`config.mk`:
```
export PLATFORM = sky130hd
export DESIGN_NAME = jt12_amp_ramp
export DESIGN_NICKNAME = d
export VERILOG_FILES = /design/src/rtl/jt12_amp_pkg.sv /design/src/rtl/jt12_sat.sv /design/src/rtl/jt12_amp_ramp.sv
export SDC_FILE = /design/constraint.sdc
export NUM_CORES = 1
export LEC_CHECK = 0
export BUFFER_PORTS_ARGS = -buffer_cell sky130_fd_sc_hd__clkbuf_2
export CAP_MARGIN = 20
export CELL_PAD_IN_SITES_DETAIL_PLACEMENT = 1
export CELL_PAD_IN_SITES_GLOBAL_PLACEMENT = 1
export CORE_MARGIN = 2
export CORE_UTILIZATION = 40
export DETAILED_ROUTE_END_ITERATION = 7
export PLACE_DENSITY = 0.79
export SETUP_SLACK_MARGIN = 0.1
export SKIP_CTS_REPAIR_TIMING = 1
export SLEW_MARGIN = 20
export SYNTH_ARGS = -nofsm -noshare
export SYNTH_HDL_FRONTEND = slang
export SYNTH_HIERARCHICAL = 1
export SYNTH_SLANG_ARGS = --single-unit
```
`constraint.sdc`:
```
create_clock -name clk -period 7.5 [get_ports clk]
set_input_delay 1.875 -clock clk [delete_from_list [all_inputs] [get_ports clk]]
set_output_delay 1.875 -clock clk [all_outputs]
set_load 0.005 [all_outputs]
```
`src/rtl/jt12_amp_pkg.sv`:
```
`default_nettype none
// ============================================================================
// Module      : jt12_amp_pkg
// Description : Shared types and default widths for the jt12 output amplifier
//               (channel state machine encoding, product width, output range).
// Revision    : 1.0 - initial release
// ============================================================================
package jt12_amp_pkg;

    // Default widths of the amplifier datapath
    localparam int DEF_IW   = 14;   // input sample width, signed
    localparam int DEF_OW   = 16;   // output sample width, signed
    localparam int DEF_CH   = 2;    // channel count
    localparam int DEF_GW   = 8;    // gain width, unsigned
    localparam int DEF_FRAC = 4;    // gain fractional bits
    localparam int DEF_STEP = 1;    // max gain change per sample

    // Signed product of an IW sample and a zero-extended GW gain
    localparam int PW   = DEF_IW + DEF_GW + 1;
    localparam int OMAX = (1 << (DEF_OW - 1)) - 1;
    localparam int OMIN = -(1 << (DEF_OW - 1));

    typedef enum logic {
        IDLE = 1'b0,
        RUN  = 1'b1
    } state_t;

endpackage : jt12_amp_pkg
`default_nettype wire

```
`src/rtl/jt12_sat.sv`:
```
`default_nettype none
// ============================================================================
// Module      : jt12_sat
// Description : Combinational symmetric saturation of a signed IN_W value to
//               a signed OUT_W value, with an overflow flag when clamping.
// Ports       : i_din   - signed input value
//               o_dout  - saturated signed output
//               o_ovf   - high when i_din was outside the OUT_W range
// Revision    : 1.0 - initial release
// ============================================================================
module jt12_sat
    import jt12_amp_pkg::*;
#(
    parameter int IN_W  = PW,
    parameter int OUT_W = DEF_OW
) (
    input  logic signed [IN_W-1:0]  i_din,
    output logic signed [OUT_W-1:0] o_dout,
    output logic                    o_ovf
);

    generate
        if (IN_W > OUT_W) begin : g_narrow
            localparam logic [OUT_W-1:0] c_MAX = {1'b0, {(OUT_W-1){1'b1}}};
            localparam logic [OUT_W-1:0] c_MIN = {1'b1, {(OUT_W-1){1'b0}}};

            // The value fits only when every bit from the output sign bit
            // upward is a copy of the input sign.
            logic [IN_W-OUT_W:0] w_top;
            logic                w_ovf;

            assign w_top  = i_din[IN_W-1:OUT_W-1];
            assign w_ovf  = !((&w_top) || (~|w_top));
            assign o_ovf  = w_ovf;
            assign o_dout = w_ovf ? (i_din[IN_W-1] ? c_MIN : c_MAX)
                                  : i_din[OUT_W-1:0];
        end else if (IN_W == OUT_W) begin : g_equal
            assign o_dout = i_din;
            assign o_ovf  = 1'b0;
        end else begin : g_wide
            assign o_dout = {{(OUT_W-IN_W){i_din[IN_W-1]}}, i_din};
            assign o_ovf  = 1'b0;
        end
    endgenerate

endmodule : jt12_sat
`default_nettype wire

```
`src/rtl/jt12_amp_ramp.sv`:
```
`default_nettype none
// ============================================================================
// Module      : jt12_amp_ramp
// Description : Multi-channel output amplifier. On each accepted sample strobe
//               the input frame is latched, the applied gain ramps by at most
//               STEP toward the target, and one shared multiplier scales each
//               channel in turn. Results saturate to OW bits and are published
//               together with a one-cycle o_post_valid pulse, CH+2 cycles after
//               the strobe.
// Ports       : clk, rst      - clock, asynchronous active-high reset
//               i_sample      - new input frame strobe
//               i_pre         - packed signed inputs, channel k at [k*IW +: IW]
//               i_gain        - target gain (FRAC fractional bits)
//               i_mute        - forces the target gain to zero
//               i_clip_clr    - clears all sticky clip flags
//               o_post        - packed signed outputs, same packing as i_pre
//               o_post_valid  - one-cycle pulse when o_post updates
//               o_busy        - frame in progress
//               o_clip        - sticky per-channel clip flags
//               o_gain_cur    - gain currently applied
// Revision    : 1.0 - initial release
// ============================================================================
module jt12_amp_ramp
    import jt12_amp_pkg::*;
#(
    parameter int IW   = DEF_IW,
    parameter int OW   = DEF_OW,
    parameter int CH   = DEF_CH,
    parameter int GW   = DEF_GW,
    parameter int FRAC = DEF_FRAC,
    parameter int STEP = DEF_STEP
) (
    input  logic              clk,
    input  logic              rst,
    input  logic              i_sample,
    input  logic [CH*IW-1:0]  i_pre,
    input  logic [GW-1:0]     i_gain,
    input  logic              i_mute,
    input  logic              i_clip_clr,
    output logic [CH*OW-1:0]  o_post,
    output logic              o_post_valid,
    output logic              o_busy,
    output logic [CH-1:0]     o_clip,
    output logic [GW-1:0]     o_gain_cur
);

    localparam int            c_PW   = IW + GW + 1;
    // Index runs 0..CH-1 through the multiplier, then CH+1 marks publish
    localparam int            c_IXW  = $clog2(CH + 2);
    localparam logic [GW-1:0] c_STEP = GW'(STEP);

    state_t                  r_state;
    logic [c_IXW-1:0]        r_idx;
    logic [CH*IW-1:0]        r_buf;
    logic [GW-1:0]           r_gain_cur;
    logic signed [c_PW-1:0]  r_prod;
    logic                    r_prod_vld;
    logic [c_IXW-1:0]        r_prod_ch;
    logic [CH*OW-1:0]        r_shadow;
    logic [CH*OW-1:0]        r_post;
    logic                    r_post_valid;
    logic                    r_busy;
    logic [CH-1:0]           r_clip;

    logic [IW-1:0]           w_sel;
    logic signed [c_PW-1:0]  w_mul_a;
    logic signed [c_PW-1:0]  w_mul_b;
    logic signed [c_PW-1:0]  w_prod;
    logic signed [c_PW-1:0]  w_shift;
    logic signed [OW-1:0]    w_sat;
    logic                    w_ovf;
    logic [CH-1:0]           w_clip_set;
    logic [GW-1:0]           w_tgt;
    logic [GW-1:0]           w_diff_up;
    logic [GW-1:0]           w_diff_dn;
    logic [GW-1:0]           w_ramp;

    // ---------------------------------------------------------------- ramp
    assign w_tgt     = i_mute ? '0 : i_gain;
    assign w_diff_up = w_tgt - r_gain_cur;
    assign w_diff_dn = r_gain_cur - w_tgt;

    // Steps are only taken when the distance exceeds STEP, so the result
    // can neither overshoot the target nor wrap around.
    always_comb begin
        w_ramp = w_tgt;
        if (STEP != 0) begin
            if ((w_tgt > r_gain_cur) && (w_diff_up > c_STEP)) begin
                w_ramp = r_gain_cur + c_STEP;
            end else if ((w_tgt < r_gain_cur) && (w_diff_dn > c_STEP)) begin
                w_ramp = r_gain_cur - c_STEP;
            end
        end
    end

    // ---------------------------------------------------- shared multiplier
    always_comb begin
        w_sel = '0;
        for (int k = 0; k < CH; k++) begin
            if (r_idx == c_IXW'(k)) begin
                w_sel = r_buf[k*IW +: IW];
            end
        end
    end

    // Gain is zero-extended so it multiplies as a non-negative value
    assign w_mul_a = {{(GW+1){w_sel[IW-1]}}, w_sel};
    assign w_mul_b = {{IW{1'b0}}, 1'b0, r_gain_cur};
    assign w_prod  = w_mul_a * w_mul_b;

    // Arithmetic shift rounds toward minus infinity
    assign w_shift = r_prod >>> FRAC;

    jt12_sat #(
        .IN_W  (c_PW),
        .OUT_W (OW)
    ) u_sat (
        .i_din  (w_shift),
        .o_dout (w_sat),
        .o_ovf  (w_ovf)
    );

    always_comb begin
        w_clip_set = '0;
        for (int k = 0; k < CH; k++) begin
            w_clip_set[k] = r_prod_vld && w_ovf && (r_prod_ch == c_IXW'(k));
        end
    end

    // ------------------------------------------------------------ sequencer
    always_ff @(posedge clk or posedge rst) begin
        if (rst) begin
            r_state      <= IDLE;
            r_idx        <= '0;
            r_buf        <= '0;
            r_gain_cur   <= '0;
            r_prod       <= '0;
            r_prod_vld   <= 1'b0;
            r_prod_ch    <= '0;
            r_shadow     <= '0;
            r_post       <= '0;
            r_post_valid <= 1'b0;
            r_busy       <= 1'b0;
            r_clip       <= '0;
        end else begin
            // A clamp in the same cycle as a clear leaves the flag set
            r_clip       <= (r_clip & ~{CH{i_clip_clr}}) | w_clip_set;
            r_post_valid <= 1'b0;
            r_prod_vld   <= 1'b0;

            for (int k = 0; k < CH; k++) begin
                if (r_prod_vld && (r_prod_ch == c_IXW'(k))) begin
                    r_shadow[k*OW +: OW] <= w_sat;
                end
            end

            case (r_state)
                IDLE: begin
                    if (i_sample) begin
                        r_buf      <= i_pre;
                        r_gain_cur <= w_ramp;
                        r_idx      <= '0;
                        r_busy     <= 1'b1;
                        r_state    <= RUN;
                    end
                end
                RUN: begin
                    if (r_idx < c_IXW'(CH)) begin
                        r_prod     <= w_prod;
                        r_prod_ch  <= r_idx;
                        r_prod_vld <= 1'b1;
                    end
                    if (r_idx == c_IXW'(CH + 1)) begin
                        r_post       <= r_shadow;
                        r_post_valid <= 1'b1;
                        r_busy       <= 1'b0;
                        r_idx        <= '0;
                        r_state      <= IDLE;
                    end else begin
                        r_idx <= r_idx + c_IXW'(1);
                    end
                end
                default: r_state <= IDLE;
            endcase
        end
    end

    assign o_post       = r_post;
    assign o_post_valid = r_post_valid;
    assign o_busy       = r_busy;
    assign o_clip       = r_clip;
    assign o_gain_cur   = r_gain_cur;

endmodule : jt12_amp_ramp
`default_nettype wire

```
# After elaboration in Yosys (flattened, before gate mapping)
# Cells that the tools add are included.
totals:
  out_inout_bits: 44
  ff_bits: 133
  wordCells: 71
op_classes:
  bitwise_logic: 4
  n_eq_ne: 5
  n_mux: 20
  n_addsub: 5
  reduce_logical: 18
  magnitude_cmp: 5
  multipliers: 1
ops:
  columns: ["op", "count"]
  rows:
  - ["$mux W16", 2]
  - ["$mux W14", 2]
  - ["$mux W8", 3]
  - ["$mul A14 B9 Y23", 1]
  - ["$gt A8 B1 Y1 const B", 2]
  - ["$sub A8 B8 Y8", 2]
  - ["$add A8 B1 Y8 const B", 1]
  - ["$gt A8 B8 Y1", 1]
  - ["$lt A8 B8 Y1", 1]
  - ["$mux W1", 8]
  - ["$reduce_and A2 Y1", 4]
  - ["$sub A8 B1 Y8 const B", 1]
  - ["$logic_and A1 B1 Y1", 7]
  - ["$eq A2 B1 Y1 const B", 2]
  - ["$logic_not A2 Y1", 2]
  - ["$mux W2", 2]
  - ["$pmux W1 S2", 2]
  - ["$pmux W2 S2", 1]
  - ["$reduce_and A4 Y1", 1]
  - ["$reduce_or A4 Y1", 1]
  - ["$add A2 B1 Y2 const B", 1]
  - ["$and A2 B2 Y2", 1]
  - ["$eq A2 B2 Y1 const B", 1]
  - ["$logic_not A1 Y1", 2]
  - ["other kinds (7)", 7]

# Logic depth before layout (Yosys ltp)
# Gate-level depths: netlist of the first run.
logic_depth:
  word_depth: 7
  ltp_mapped: 24
  mapped_depth_nobuf: 23

# Cells and area by module
# The synthesis of the first run kept the hierarchy.
by_module_without_submodules:
  columns: ["module", "cells_each", "seq_area_each_um2", "area_per_inst_um2", "instances"]
  rows:
  - ["jt12_amp_ramp", 1081, 3228.1, 10172.3, 1]
  - ["jt12_sat", 26, 0.0, 245.2, 1]

# Least setup slack after synthesis of the first run
# OpenSTA, ideal clock, no wires.
synth_path:
  path_kind: "register to register"
  startpoint: "register r_idx[1]"
  endpoint: "register r_prod[22]"
  path_buffers: 2
  period_less_slack_ns: 5.549
  path_slack_ns: 1.951
  path_stages_with_launch: 24
  t_arrival_ns: 5.454
  cell_sequence: "dfrtp_1 inv_1 ha_1 clkbuf_1 clkbuf_1 nand2_1 o21ai_1 nand2_1 fa_1 inv_1 fa_1 inv_1 fa_1 fa_1 inv_1 ha_1 o21ai_0 a211oi_1 o21ai_0 a221o_1 a21oi_1 o21ai_0 and3_1 o31ai_1"
synth_via:
  elab_chain_len: 4
  word_cells_on_any_way: 7
  cone_classes: "mul: 1; order compare: 1; eq/ne: 1; mux: 2; reduce/logical: 2"
synth_lines:
  columns: ["element", "line_no", "text"]
  rows:
  - ["start: declaration", "jt12_amp_ramp.sv:53", "logic [c_IXW-1:0] r_idx;"]
  - ["start signal: assignment", "jt12_amp_ramp.sv:180", "r_idx <= r_idx + c_IXW'(1);"]
  - ["$logic_not A2 Y1", "jt12_amp_ramp.sv:100", "if (r_idx == c_IXW'(k)) begin"]
  - ["$mux W14 (2 in series)", "jt12_amp_ramp.sv:100", null]
  - ["$mul A14 B9 Y23", "jt12_amp_ramp.sv:109", "assign w_prod = w_mul_a * w_mul_b;"]
  - ["end signal: assignment", "jt12_amp_ramp.sv:169", "r_prod <= w_prod;"]
  - ["end: declaration", "jt12_amp_ramp.sv:56", "logic signed [c_PW-1:0] r_prod;"]
# Several ways; a longest one is shown, not always the timed one.
# A chain may end at the register's enable or synchronous reset.

# Worst setup path in the final report of the first run
# Same ends and word-level chain as after synthesis.

==> results by group, run 1 <==
Critical path
  – Worst setup path endpoint: r_prod[22]
  – Crit-path max FO: 29
  – Startpoint types: flip-flop
  – Crit path required time: slightly below 8000 ps
  – Max stage delay on crit path: about 760 ps
  – Worst Path Arrival: around 6700 ps
  – R2R depth: 21
  – CP cell instances: inv_1 > ha_1 > nand2_1 > o21ai_1 > nand2_1 > fa_1 > fa_1 > inv_1 > fa_1 > inv_1 > fa_1 > inv_1 > ha_1 > o21ai_0 > a211oi_1 > o21ai_0 > a221o_1 > a21oi_1 > o21ai_0 > and3_1 > o31ai_1
  – Crit path launch: r_idx[1]
  – Critical path class: flip-flop to flip-flop
  – Worst reg2reg startpoint: r_idx[1]
  – Worst Setup End Kind: flip-flop
  – R2R Setup Slk: between 1000 and 1500 ps
  – Slowest CP cell: ha_1
  – Reg2reg end: r_prod[22]

Min path
  – Type of the worst min-delay path: flip-flop to flip-flop
  – Hold-critical path depth: 2

Global route
  – Met3 global-route usage: 0.03272
  – Grt peak-use layer: met2
  – Met1 Usage GRT: 0.2577
  – Initial antenna violation count: 0
  – Total Routing Usage GR: 0.2046
  – Vias in the first global route: 8491
  – GRT overflow: 0
  – Global-route wire length before repair: about 44000 um
  – Routing usage on met2: 0.3623
  – Largest net degree at the start of global routing: 72

Logic synthesis
  – Post-synth EDFFs: 0
  – Netlist Area Pre-Place: approximately 0.010 mm2
  – Ys async rst share: 1.000
  – Post-Syn Instances: 1107
  – Main synth FF type: dfrtp_1
  – Unique masters post-synth: 65
  – Mapped Nets: roughly 1300
  – Syn avg cell area: between 9 and 10 um2
  – Sequential area share after synthesis: 0.3099
  – FF+latch count, synth: between 100 and 150
  – Ys Warns: 6

Drt
  – Final WL: between 20000 and 30000 um
  – 1st-iter DRT viols: 466
  – Drt wl/cell: about 18 um
  – Routed Antenna Nets: 0
  – DRC Markers: 0
  – Drt first pass iters: 4
  – Via count: between 7000 and 8000
  – DR vias/cell: 5.140

STA
  – Worst-Margin Slew: approximately 900 ps
  – Hold Vio Cnt, Final: 0
  – Max-slew violations: 0
  – Tmin final: between 6000 and 7000 ps
  – Clk_skew: about 12 ps
  – RSZ-0062 raised after global routing: no
  – Worst slew margin: 0.4065
  – # setup viols final: 0
  – PnR worst setup slack: between 1000 and 1500 ps
  – Setup TNS: 0 ps
  – Fmax: 0.1566 GHz
  – Final Cycle Share: 0.8515

Finish
  – FF/Latch Area: roughly 0.0032 mm2
  – Filler Cells Inserted: 3006
  – Layout area overhead: 11.64%
  – Final design utilization: 0.4501
  – Multi-input logic area: roughly 0.0064 mm2
  – Final #Nets: 1364
  – Layout cells sized above 1: 0.1761
  – Antenna fix cells: 0

Run status
  – Status: finished, final reports clean

Floorplanning
  – Core box area: roughly 0.026 mm2
  – Die width: 165.4 um
  – Chip Height: roughly 170 um
  – IO Pins: between 80 and 90
  – Starting density of the core: 0.4032
  – Num rows: 59
  – Die ar.: ~0.027 mm2

Flow run
  – Max_cap viols: 0

Clock network
  – Worst-Skew Late Latency: between 400 and 500 ps
  – CTS Sinks: roughly 130
  – CTS H-tree depth: 4
  – Longest Clk Path Bufs: 2
  – CTS clock-pin slew for the worst setup and hold paths: ~60 ps
  – CTS tree: done
  – Root Buffer: clkbuf_16
  – Cts bufs inserted: 17

Placed design
  – Setup slack at placement: between 1000 and 1500 ps
  – Gp weighted congestion: 0.8453
  – Port Buf Inserts: between 80 and 90
  – Final HPWL DP: 20250 um
cells by family (layout without fill, tap and decap cells):
| kind of cell | Yosys count | after routing | share of synthesized area |
|---|---|---|---|
| compound gates | 155 | 155 | 0.09849 |
| xor+xnor | 26 | 26 | 0.02186 |
| fa+ha+maj | 155 | 155 | 0.2525 |
| buf+inv | 208 | 282 | 0.08035 |
| flops | 129 | 129 | 0.3099 |
| mux | 66 | 66 | 0.07110 |
| simple gates | 368 | 368 | 0.1659 |
sequential cells by signal, indices dropped and copies added (netlist names):
register,flops
r_state,1
o_post_valid,1
r_prod,19
o_post,32
r_idx,2
r_shadow,32
r_prod_ch,2
r_prod_vld,1
r_buf,28
o_clip,2
o_busy,1
o_gain_cur,8
layout by cell type (no fill, tap or decap), types with 14 or more instances in the layout:
cell,n
a21o_1,14
a21oi_1,38
and2_1,38
clkbuf_16,17
clkbuf_2,84
dfrtp_1,129
fa_1,92
ha_1,63
inv_1,156
mux2_2,64
nand2_1,208
nand2b_1,21
nor2_1,33
o21ai_0,34
xor2_1,14
per-stage QoR:
stage	hold WS, ps	instance area [um2]	std cells
6_report	472.1	11630	1516
5_1_grt	505.0	11630	1516
4_1_cts	478.1	11630	1516
3_5_place_dp	463.5	11070	1484
3_3_place_gp	462.3	11070	1484
2_1_floorplan	445.5	10420	1107
worst max-delay path: cells and delay by family (launching register included):
kind,cells,cell delay (ps)
AO/OA/AOI/OAI,8,1870
AND/OR/NAND/NOR,3,500
buffers and inverters,4,300
flip-flops,1,380
adder cells (fa/ha/maj),6,3230
worst min-delay path by stage:
stage | from | endpoint | slack, ps
after floorplan | r_buf[0] | r_buf[0] | 450
after global placement | r_buf[16] | r_buf[16] | 460
after detailed placement | r_buf[16] | r_buf[16] | 460
after CTS | r_buf[16] | r_buf[16] | 480
after global routing | r_buf[8] | r_buf[8] | 500
final | r_buf[16] | r_buf[16] | 470
final cells by class:
class,instances,share of cell area
Multi-Input combinational cell,770,0.5464
Sequential cell,129,0.2776
Inverter,160,0.05186
Timing Repair Buffer,90,0.04002
Clock buffer,18,0.03690
Tap cell,335,0.03604
Clock inverter,14,0.01119
routing by layer:
metal | share of wire | wire, um
met4 | 0.021 | 558
met5 | 0 | 0
met2 | 0.50 | 13180
met1 | 0.45 | 11870
met3 | 0.036 | 959
cells in the mapped netlist (all sizes together), types with 6 or more instances:
cell / number / area, um2
a21o: 19 / 148.9
a21oi: 41 / 216.5
and2: 38 / 237.7
buf: 17 / 113.8
clkbuf: 30 / 112.6
dfrtp: 129 / 3228
fa: 92 / 1842
ha: 63 / 788.3
inv: 158 / 593.1
mux2: 64 / 720.7
nand2: 209 / 787.0
nand2b: 21 / 131.4
nand3: 14 / 75.07
nand4: 7 / 43.79
nor2: 33 / 123.9
nor2b: 12 / 75.07
nor3: 6 / 30.03
o21ai: 47 / 246.5
o22ai: 7 / 43.79
or3: 9 / 61.31
xnor2: 12 / 105.1
xor2: 14 / 122.6
Power of run 1 is not shown: default switching activity piles up to over one toggle a cycle in this logic, so the estimate is an artifact.
==> run 2: changes to the inputs <==
--- a/config.mk
+++ b/config.mk
@@ -10,9 +10,9 @@
 export CELL_PAD_IN_SITES_DETAIL_PLACEMENT = 1
 export CELL_PAD_IN_SITES_GLOBAL_PLACEMENT = 1
 export CORE_MARGIN = 2
-export CORE_UTILIZATION = 40
+export CORE_UTILIZATION = 45
 export DETAILED_ROUTE_END_ITERATION = 7
-export PLACE_DENSITY = 0.79
+export PLACE_DENSITY = 0.86
 export SETUP_SLACK_MARGIN = 0.1
 export SKIP_CTS_REPAIR_TIMING = 1
 export SLEW_MARGIN = 20
==> run 2 against run 1 <==
Effect of this change:
- non-clock buffer count up 1
- via count increased by 2.0%
- utilization grew 6.2 points
- worst hold slack better by 14 ps
- setup slack worse by 160 ps
- clock skew about the same
- cell count decreased by 3.2%
- critical path depth unchanged
- wire length up 4.0%
- fmax decreased by 2.4%
- die area fell by 11%
- final area is essentially flat
- largest cell class unchanged
==> results by group, run 2 (synthesis results as in run 1) <==
STA
  – RSZ-0062 raised after global routing: no
  – Clk_skew: between 10 and 15 ps
  – # setup viols final: 0
  – Tmin final: between 6000 and 7000 ps
  – Final Cycle Share: 0.8727
  – Worst-Margin Slew: just over 900 ps
  – Max-slew violations: 0
  – Worst slew margin: 0.3900
  – Setup TNS: 0 ps
  – Fmax: about 0.15 GHz
  – Hold Vio Cnt, Final: 0

Clock network
  – Longest Clk Path Bufs: 2
  – Worst-Skew Late Latency: roughly 440 ps
  – CTS clock-pin slew for the worst setup and hold paths: roughly 60 ps
  – CTS tree: done
  – CTS Sinks: 129
  – CTS H-tree depth: 4
  – Root Buffer: clkbuf_16
  – Cts bufs inserted: 17

Global route
  – Initial antenna violation count: 0
  – Global-route wire length before repair: 46000 um
  – Vias in the first global route: a little under 9000
  – GRT overflow: 0
  – Total Routing Usage GR: 0.2410
  – Largest net degree at the start of global routing: between 40 and 50

Drt
  – Via count: 7946
  – Drt first pass iters: 5
  – Drt wl/cell: 18.84 um
  – DRC Markers: 0
  – DR vias/cell: roughly 5.4
  – Routed Antenna Nets: 0
  – 1st-iter DRT viols: slightly above 400
  – Final WL: between 20000 and 30000 um

Finish
  – Layout area overhead: 11.57%
  – Layout cells sized above 1: 0.1777
  – Final #Nets: 1365
  – Cell area after layout: approximately 0.012 mm2
  – Most common cell after layout, fill and taps aside: nand2_1
  – Commonest non-fill, non-tap cells in the layout: 208 x nand2_1, 156 x inv_1, 129 x dfrtp_1, 92 x fa_1, 84 x clkbuf_2
  – Antenna fix cells: 0
  – Filler Cells Inserted: 2653

Placed design
  – Gp weighted congestion: between 0.8 and 0.9
  – Final HPWL DP: about 20000 um
  – Post-Place Cell Area: about 0.011 mm2
  – Port Buf Inserts: between 80 and 90

Floorplanning
  – Num rows: 55
  – Starting density of the core: 0.4587
  – Die ar.: 0.02438 mm2
  – Die width: between 150 and 200 um
  – IO Pins: 85
  – Chip Height: around 160 um
  – Core box area: 0.02271 mm2

Critical path
  – Crit-path max FO: 29
  – Worst reg2reg startpoint: r_idx[1]
  – Startpoint types: flip-flop
  – Worst Setup End Kind: flip-flop
  – Critical path class: flip-flop to flip-flop
  – Crit path required time: just under 8000 ps
  – Crit path launch: r_idx[1]
  – Worst Path Arrival: between 6000 and 7000 ps

Run status
  – Status: finished, final reports clean

Flow run
  – Max_cap viols: 0

Min path
  – Hold_sp: r_prod[7]
  – Type of the worst min-delay path: flip-flop to flip-flop
-- run 2: cell types whose count changed in the layout (fill, tap and decap cells not counted), sizes merged --
cell	change
clkinvlp	-2
clkinv	-2
bufinv	+1
buf	+1
inv	+3
-- run 2: path summary, 6_finish.rpt --
| check | cells after the start | to | slack (ps) |
|---|---|---|---|
| setup / recovery | 21 | r_prod[22] | 960 |
| hold / removal | 2 | r_prod[7] | 490 |
| setup reg to reg | 21 | r_prod[22] | 960 |
| hold reg to reg | 2 | r_prod[7] | 490 |
| max in group asynchronous | 3 | o_post_valid | 5020 |
| min in group asynchronous | 2 | r_prod[5] | 1470 |
-- run 2: cell type report --
type | count | area (um2) | area share
clock buffer | 18 | 439.2 | 0.03779
clock inverter | 14 | 167.7 | 0.01443
tap | 285 | 356.6 | 0.03068
timing repair buffer | 91 | 473.0 | 0.04069
sequential | 129 | 3228 | 0.2777
multi-input combinational | 770 | 6355 | 0.5468
inverter | 160 | 603.1 | 0.05189
-- run 2: per-stage QoR --
step                setup slack, ps    util  instances  hold slack (ps)
CTS                           986.6  0.5118       1467            488.9
global placement               1348  0.4851       1435            461.9
finish                        955.0  0.5118       1467            486.2
global route                  482.9  0.5118       1467            501.5
detailed placement             1043  0.4851       1435            466.1
floorplan                      1951       -       1107            445.5
-- run 2: routing by layer --
layer / track usage / wire length [um] / vias to the layer above
met3: 0.04361 / 1181 / 59
met1: 0.2976 / 11560 / 3986
met5: 0 / 0 / -
li1: - / - / 3682
met4: 0.07514 / 773 / 0
met2: 0.4290 / 14130 / 219
-- run 2: critical path: stages (launching register included) --
cell      delay [ps]
dfrtp_1          380
inv_1            110
ha_1             770
nand2_1          100
o21ai_1          440
nand2_1          190
fa_1             540
fa_1             490
inv_1             60
fa_1             530
inv_1             70
fa_1             550
inv_1             50
ha_1             330
o21ai_0          130
a211oi_1         350
o21ai_0          240
a221o_1          410
a21oi_1          160
o21ai_0          110
and3_1           200
o31ai_1          230
Power of run 2 is left out for the same reason.
